**config.mk**
```make
export PLATFORM = sky130hd
export DESIGN_NAME = dogbattle_line_scheduler
export DESIGN_NICKNAME = d
export VERILOG_FILES = /design/src/rtl/dogbattle_line_scheduler.sv
export SDC_FILE = /design/constraint.sdc
export NUM_CORES = 1
export LEC_CHECK = 0
export ABC_CLOCK_PERIOD_IN_PS = 6200
export CORE_ASPECT_RATIO = 1.75
export CORE_MARGIN = 3
export CORE_UTILIZATION = 30
export CTS_BUF_LIST = sky130_fd_sc_hd__clkbuf_8 sky130_fd_sc_hd__clkbuf_16
export CTS_CLUSTER_DIAMETER = 100
export DETAILED_ROUTE_END_ITERATION = 6
export SLEW_MARGIN = 40
export SYNTH_ARGS = -nofsm -noshare
export SYNTH_HDL_FRONTEND = slang
export SYNTH_SLANG_ARGS = --single-unit
```
**constraint.sdc**
```tcl
create_clock -name clk50 -period 6.2 [get_ports clk50]
set_clock_uncertainty 0.15 [all_clocks]
set_input_delay 1.24 -clock clk50 [delete_from_list [all_inputs] [get_ports clk50]]
set_output_delay 1.24 -clock clk50 [all_outputs]
set_load 0.02 [all_outputs]
```
**src/rtl/dogbattle_line_scheduler.sv**
```systemverilog
// Per-scanline sprite scheduler: walks the dog table high-to-low index and commits up to SLOTS
// visible dogs atomically. Optional feature macro: DOGSCHED_OVF_COUNT_EN (adds ovf_count).
module dogbattle_line_scheduler #(
   parameter int N     = 8,
   parameter int SLOTS = 4,
   parameter int BOX_H = 32
) (
   input  logic                  clk50,
   input  logic                  rst_n,
   input  logic                  line_start,
   input  logic [8:0]            next_y,
   output logic                  rd_req,
   output logic [3:0]            rd_idx,
   input  logic                  rd_ack,
   input  logic [9:0]            rd_x,
   input  logic [8:0]            rd_y,
   input  logic [2:0]            rd_col,
   output logic [SLOTS-1:0]      slot_valid,
   output logic [10*SLOTS-1:0]   slot_x,
   output logic [3*SLOTS-1:0]    slot_col,
   output logic [4*SLOTS-1:0]    slot_idx,
   output logic                  busy,
   output logic                  done,
   output logic                  overflow,
`ifdef DOGSCHED_OVF_COUNT_EN
   output logic [7:0]            ovf_count,
`endif
   output logic                  restart_err
);

   localparam int CNT_W = $clog2(SLOTS + 1);

   localparam logic [1:0] S_IDLE   = 2'd0;
   localparam logic [1:0] S_SCAN   = 2'd1;
   localparam logic [1:0] S_COMMIT = 2'd2;

   logic [1:0]            state;
   logic [8:0]            y_q;
   logic [3:0]            idx;
   logic [CNT_W-1:0]      cnt;
   logic                  ovf_stage;
   logic [SLOTS-1:0]      stg_valid;
   logic [10*SLOTS-1:0]   stg_x;
   logic [3*SLOTS-1:0]    stg_col;
   logic [4*SLOTS-1:0]    stg_idx;
   logic                  visible;
   logic                  take;
   logic                  room;

   // Compare at 10 bits so rd_y+BOX_H near the bottom of the screen cannot wrap.
   assign visible = ({1'b0, rd_y} <= {1'b0, y_q}) &&
                    ({1'b0, y_q} < ({1'b0, rd_y} + 10'(BOX_H)));
   assign take    = (state == S_SCAN) && rd_ack && !line_start;
   assign room    = (cnt < CNT_W'(SLOTS));

   assign rd_req  = (state == S_SCAN);
   assign rd_idx  = idx;
   assign busy    = (state == S_SCAN);
   assign done    = (state == S_COMMIT);

   always_ff @(posedge clk50 or negedge rst_n) begin
      if (!rst_n) begin
         state       <= S_IDLE;
         y_q         <= '0;
         idx         <= '0;
         cnt         <= '0;
         ovf_stage   <= 1'b0;
         stg_valid   <= '0;
         restart_err <= 1'b0;
         slot_valid  <= '0;
         slot_x      <= '0;
         slot_col    <= '0;
         slot_idx    <= '0;
         overflow    <= 1'b0;
`ifdef DOGSCHED_OVF_COUNT_EN
         ovf_count   <= '0;
`endif
      end else begin
         restart_err <= 1'b0;
         // Commit reads the staging bank before any same-edge restart clears it.
         if (state == S_COMMIT) begin
            slot_valid <= stg_valid;
            slot_x     <= stg_x;
            slot_col   <= stg_col;
            slot_idx   <= stg_idx;
            overflow   <= ovf_stage;
`ifdef DOGSCHED_OVF_COUNT_EN
            if (ovf_stage && (ovf_count != 8'hFF))
               ovf_count <= ovf_count + 8'd1;
`endif
         end
         if (line_start) begin
            y_q       <= next_y;
            stg_valid <= '0;
            cnt       <= '0;
            idx       <= 4'(N - 1);
            ovf_stage <= 1'b0;
            state     <= S_SCAN;
            if (state == S_SCAN)
               restart_err <= 1'b1;
         end else begin
            case (state)
               S_SCAN: begin
                  if (rd_ack) begin
                     if (visible) begin
                        if (room) begin
                           for (int k = 0; k < SLOTS; k++)
                              if (cnt == CNT_W'(k))
                                 stg_valid[k] <= 1'b1;
                           cnt <= cnt + 1'b1;
                        end else begin
                           ovf_stage <= 1'b1;
                        end
                     end
                     if (idx == 4'd0)
                        state <= S_COMMIT;
                     else
                        idx <= idx - 4'd1;
                  end
               end
               S_COMMIT: state <= S_IDLE;
               default:  state <= S_IDLE;
            endcase
         end
      end
   end

   // Staging payload carries no reset; it is cleared at every scan start so unused slots read 0.
   always_ff @(posedge clk50) begin
      if (line_start) begin
         stg_x   <= '0;
         stg_col <= '0;
         stg_idx <= '0;
      end else if (take && visible && room) begin
         for (int k = 0; k < SLOTS; k++) begin
            if (cnt == CNT_W'(k)) begin
               stg_x[10*k +: 10] <= rd_x;
               stg_col[3*k +: 3] <= rd_col;
               stg_idx[4*k +: 4] <= idx;
            end
         end
      end
   end

endmodule

```
# After elaboration in Yosys (flattened, before gate mapping)
# Index checks and enable logic that the tools add are counted.
totals:
  regBits: 165
  input_bits: 35
  out_inout_bits: 81
  elab_cells: 99
classes:
  n_addsub: 3
  n_lt_le_gt_ge: 3
  eq_ne: 9
  mux: 29
  reduce_logical: 28
ops:
  columns: ["cell", "n"]
  rows:
  - ["$mux W4", 9]
  - ["$reduce_and A5 Y1", 4]
  - ["$reduce_bool A2 Y1", 8]
  - ["$mux W3", 5]
  - ["$mux W1", 11]
  - ["$add A9 B6 Y10 const B", 1]
  - ["$lt A9 B10 Y1", 1]
  - ["$reduce_and A2 Y1", 5]
  - ["$le A9 B9 Y1", 1]
  - ["$mux W2", 4]
  - ["$reduce_and A4 Y1", 2]
  - ["$eq A3 B2 Y1 const B", 2]
  - ["$logic_and A1 B1 Y1", 5]
  - ["$logic_not A4 Y1", 1]
  - ["$ne A2 B2 Y1 const B", 2]
  - ["$sub A4 B1 Y4 const B", 1]
  - ["$add A3 B1 Y3 const B", 1]
  - ["$eq A3 B1 Y1 const B", 1]
  - ["$logic_not A3 Y1", 1]
  - ["$lt A3 B3 Y1 const B", 1]
  - ["$ne A3 B2 Y1 const B", 1]
  - ["$ne A3 B3 Y1 const B", 1]
  - ["$reduce_and A3 Y1", 1]
  - ["$eq A2 B1 Y1 const B", 1]
  - ["other kinds (2)", 2]

# Longest topological paths before layout
depth:
  ltp_word: 7
  depth_mapped: 12
  mapped_depth_nobuf: 9

# Least setup slack after synthesis
# Ideal clock, no wire load.
synth_timing:
  kind: "input -> register"
  from: "input rd_y[5]"
  to: "register stg_x[30]"
  setup_time_ns: 0.128
  arrival_time_ns: 3.037
  setup_slack_ns: 2.885
  path_stages: 11
  path_buffers: 2
  path_cell_list: "ha_1 -> xnor2_1 -> ha_1 -> and3_1 -> o211ai_1 -> a31o_1 -> o2111ai_1 -> buf_2 -> buf_4 -> mux2i_1 -> nor2_1"
synth_via:
  elab_chain_len: 6
  word_cells_on_any_way: 7
  classes_between: "add/sub (1); order compare (2); reduce/logical (4)"
synth_lines:
  columns: ["element", "line", "text"]
  rows:
  - ["start, declared", "16", "input logic [8:0] rd_y,"]
  - ["$add A9 B6 Y10", "52", "({1'b0, y_q} < ({1'b0, rd_y} + 10'(BOX_H)));"]
  - ["$lt A9 B10 Y1", "52", null]
  - ["$logic_and A1 B1 Y1 (*)", "51", "assign visible = ({1'b0, rd_y} <= {1'b0, y_q}) &&"]
  - ["$logic_and A1 B1 Y1 (*) (2 in series)", "134", "end else if (take && visible && room) begin"]
  - ["$reduce_and A2 Y1 (no line) (*)", null, null]
  - ["end signal, assigned by index", "137", "stg_x[10*k +: 10] <= rd_x;"]
  - ["end, declared", "43", "logic [10*SLOTS-1:0] stg_x;"]
# Every way passes the cells marked *; elsewhere a longest branch is shown, timed or not.
# A chain may end at the register's enable or synchronous reset.

# Worst setup path after layout
layout_timing:
  from: "input rd_y[2]"
  to: "register stg_x[17]"
# Same word-level chain as after synthesis.

==> flow_metrics.tcl <==
set metrics [dict create \
    diodes 0 \
    ys_seq_area_share_pct 54.4 \
    clkTransAtPathRegs_ps 60 \
    synth_nets 771 \
    hold_viol_final 0 \
    cts.repair.resized 0 \
    synth_edf_count 0 \
    cp_top_family "simple AND/OR/NAND/NOR gates" \
    ys_ff_latch 165 \
    max_stage_delay_ps 490 \
    hp-start "stg_x[24]" \
    cts_tree "done" \
    grt_pass1_vias 5175 \
    grt_overflow 0 \
    setup_violations 0 \
    postRouteAntennaNets 0 \
    maxCapViolCount 0 \
    num_io_pins 116 \
    die_w_microns 121 \
    viasPerCell 4.33 \
    powerDensity_mw_per_mm2 273 \
    hold-path-endpoint "slot_x[24]" \
    ys_async_sr_fraction_pct 58.8 \
    place_ws_ps 1530 \
    worst_pin_slew_ps 755 \
    drt_iter0_drc 214 \
    clock_sinks 165 \
    vias 4858 \
    nFillCells 2244 \
    drtPass1Iterations 4 \
    port-buffer-count 115 \
    rsz0062_at_grt "no" \
    cpMaxStageDelayCell "clkdlybuf4s50_1" \
    outcome "finished, final reports clean" \
    required_ps 6390 \
    fin_total_pwr_mw 2.44 \
    reg2reg_from "y_q[2]" \
    cts_root_buf "clkbuf_16" \
    report.final.slew_viol_count 0 \
    syn_area_per_cell_sq_um 9.79 \
    area_delta_synth_final_pct 28.6 \
    post_cts_buffers 0 \
    ys_types 44 \
    finalWirelength_microns 16600 \
    leakage_nw 4.48 \
    cts_buffers 17 \
    holdPathStages 2 \
    post-route-util_pct 39.4 \
    tns_ps 0 \
    syn_area_sq_mm 0.00696 \
    hold_slack_ps 279 \
    vdd_drop_max_uv 141 \
    ys_warn_count 0 \
    grt_usage_pct 13.8 \
    cts_hold_buf 0 \
    ys.flop_type "dfrtp_1" \
    grt_max_degree 121 \
    clk_latency_ps 430 \
    wl_per_cell_microns 14.8 \
    slew_headroom_pct 49.7 \
    critPathKind "input pin to flop" \
    fp-row-count 73 \
    coreArea_sq_mm 0.0227 \
    critPathMostFrequentCell "a21o_1" \
    worstPathMaxFanout 18 \
    gp_congestion 0.743 \
    cts_buffer_depth 2 \
    r2r_slack_ps 3270 \
    critical_path.endpoint_type "flop" \
    htreeDepth 4 \
    dieHeight_microns 208 \
    r2r-end "stg_x[17]" \
    die_area_sq_mm 0.0251 \
    drc 0 \
    dp.final_hpwl_microns 11300 \
    period_share_pct 63.2 \
    critPathArrivalTime_ps 4110 \
    grt_first_pass_wirelength_microns 27200 \
    path_cells "clkdlybuf4s50_1 -> inv_1 -> ha_1 -> a21o_1 -> a21o_1 -> a2111oi_2 -> or2_1 -> nand4_4 -> mux2i_1" \
    setup_slack_ps 2280 \
    fmax_mhz 255 \
    final_net_count 869 \
    syn-instance-count 711 \
    hp-class "flop to flop" \
    fin_crit_ps 3920 \
    drive_gt1_share_pct 5.23 \
    grt_antenna_before_repair 1 \
    r2r_cells 7 \
    initial_utilization_pct 30.6 \
    cp.buffers_inverters 2 \
    critPathLaunchType "input pin" \
]
where the power goes:
part / leakage [nW] / total, mW / switching (mW) / internal (mW)
clock: 0.315 / 1.13 / 0.436 / 0.695
sequential: 1.87 / 1.12 / 0.0191 / 1.10
combinational: 2.30 / 0.191 / 0.106 / 0.0845
total: 4.48 / 2.44 / 0.561 / 1.88
cell families after synthesis:
group	after synthesis	synth area share [%]
adders and majority gates	25	4.49
buffers and inverters	66	4.83
DFF	165	54.4
AOI/OAI and AO/OA	39	3.56
xor gates and xnor gates	4	0.503
and+or+nand+nor	343	22.3
muxes	69	9.94
placed cells by master, fill, tap and decap left out, types with 2 or more instances in the layout:
master,n
dfrtp_1,97
nor3b_1,2
a21oi_1,10
inv_2,2
nand2b_1,70
nor2b_1,3
a21o_1,3
nor2_1,23
bufinv_16,4
nand4_1,2
clkinv_4,3
dfxtp_1,68
nand2_1,224
xnor2_1,3
and2_1,2
nand3_1,4
clkdlybuf4s50_1,113
and3_1,4
inv_1,26
ha_1,25
clkbuf_16,17
nand4_4,3
o21ai_0,13
o211ai_1,2
clkbuf_8,2
mux2i_1,68
buf_4,5
synth_stat cells, types with 4 or more instances:
library cell    n  area (sq um)
nor2_1         23          86.3
dfrtp_1        97          2430
a21oi_1        10          50.1
inv_1          24          90.1
o21ai_0        13          65.1
clkbuf_1       29           109
and3_1          4          25.0
ha_1           25           313
buf_6           4          45.0
nand2b_1       71           444
dfxtp_1        68          1360
mux2i_1        68           681
nand3_1         4          20.0
nand2_1       224           841
how the worst max path moves through the flow:
stage | startpoint | endpoint | depth (start not counted)
2_1_floorplan | rd_y[5] | stg_x[30] | 11
3_3_place_gp | rd_y[2] | stg_valid[1] | 9
3_5_place_dp | rd_y[2] | stg_x[2] | 9
4_1_cts | rd_y[2] | stg_x[2] | 9
5_1_grt | rd_y[2] | stg_idx[7] | 9
6_report | rd_y[2] | stg_x[17] | 9
registers in the layout, summed over array words and instances, names as in the netlist, 2 cells and up:
name / count
slot_idx: 16
stg_col: 12
slot_valid: 4
slot_col: 12
stg_idx: 16
stg_valid: 4
y_q: 9
stg_x: 40
cnt: 3
rd_idx: 4
slot_x: 40
state: 2
worst register-to-register path, delay by kind of cell, from the launching register on:
kind | cells | cell delay (ps)
DFF | 1 | 380
muxes | 1 | 310
and+or+nand+nor | 2 | 900
AOI/OAI and AO/OA | 3 | 800
adders and majority gates | 1 | 310
final cells by class:
class,instances,area [sq um],share of cell area [%]
clock buffer,19,453,5.06
tap,300,375,4.19
sequential,165,3790,42.3
inverter,26,97.6,1.09
multi-input combinational,480,2880,32.1
clock inverter,13,181,2.03
timing repair buffer,119,1180,13.2
metal layers:
metal | vias up | part of all wire, % | global-route usage, %
li1 | 2463 | - | -
met1 | 2284 | 42 | 16.0
met2 | 87 | 52 | 24.3
met3 | 22 | 3.3 | 3.03
met4 | 2 | 2.4 | 5.84
met5 | - | 0.078 | 0
per-stage QoR:
step / cell area [sq um] / instances
6_report: 8950 / 1122
5_1_grt: 8950 / 1122
4_1_cts: 8940 / 1122
3_5_place_dp: 8300 / 1090
3_3_place_gp: 8290 / 1090
2_1_floorplan: 6960 / 711
No activity file was read; power rests on OpenSTA's default activity.
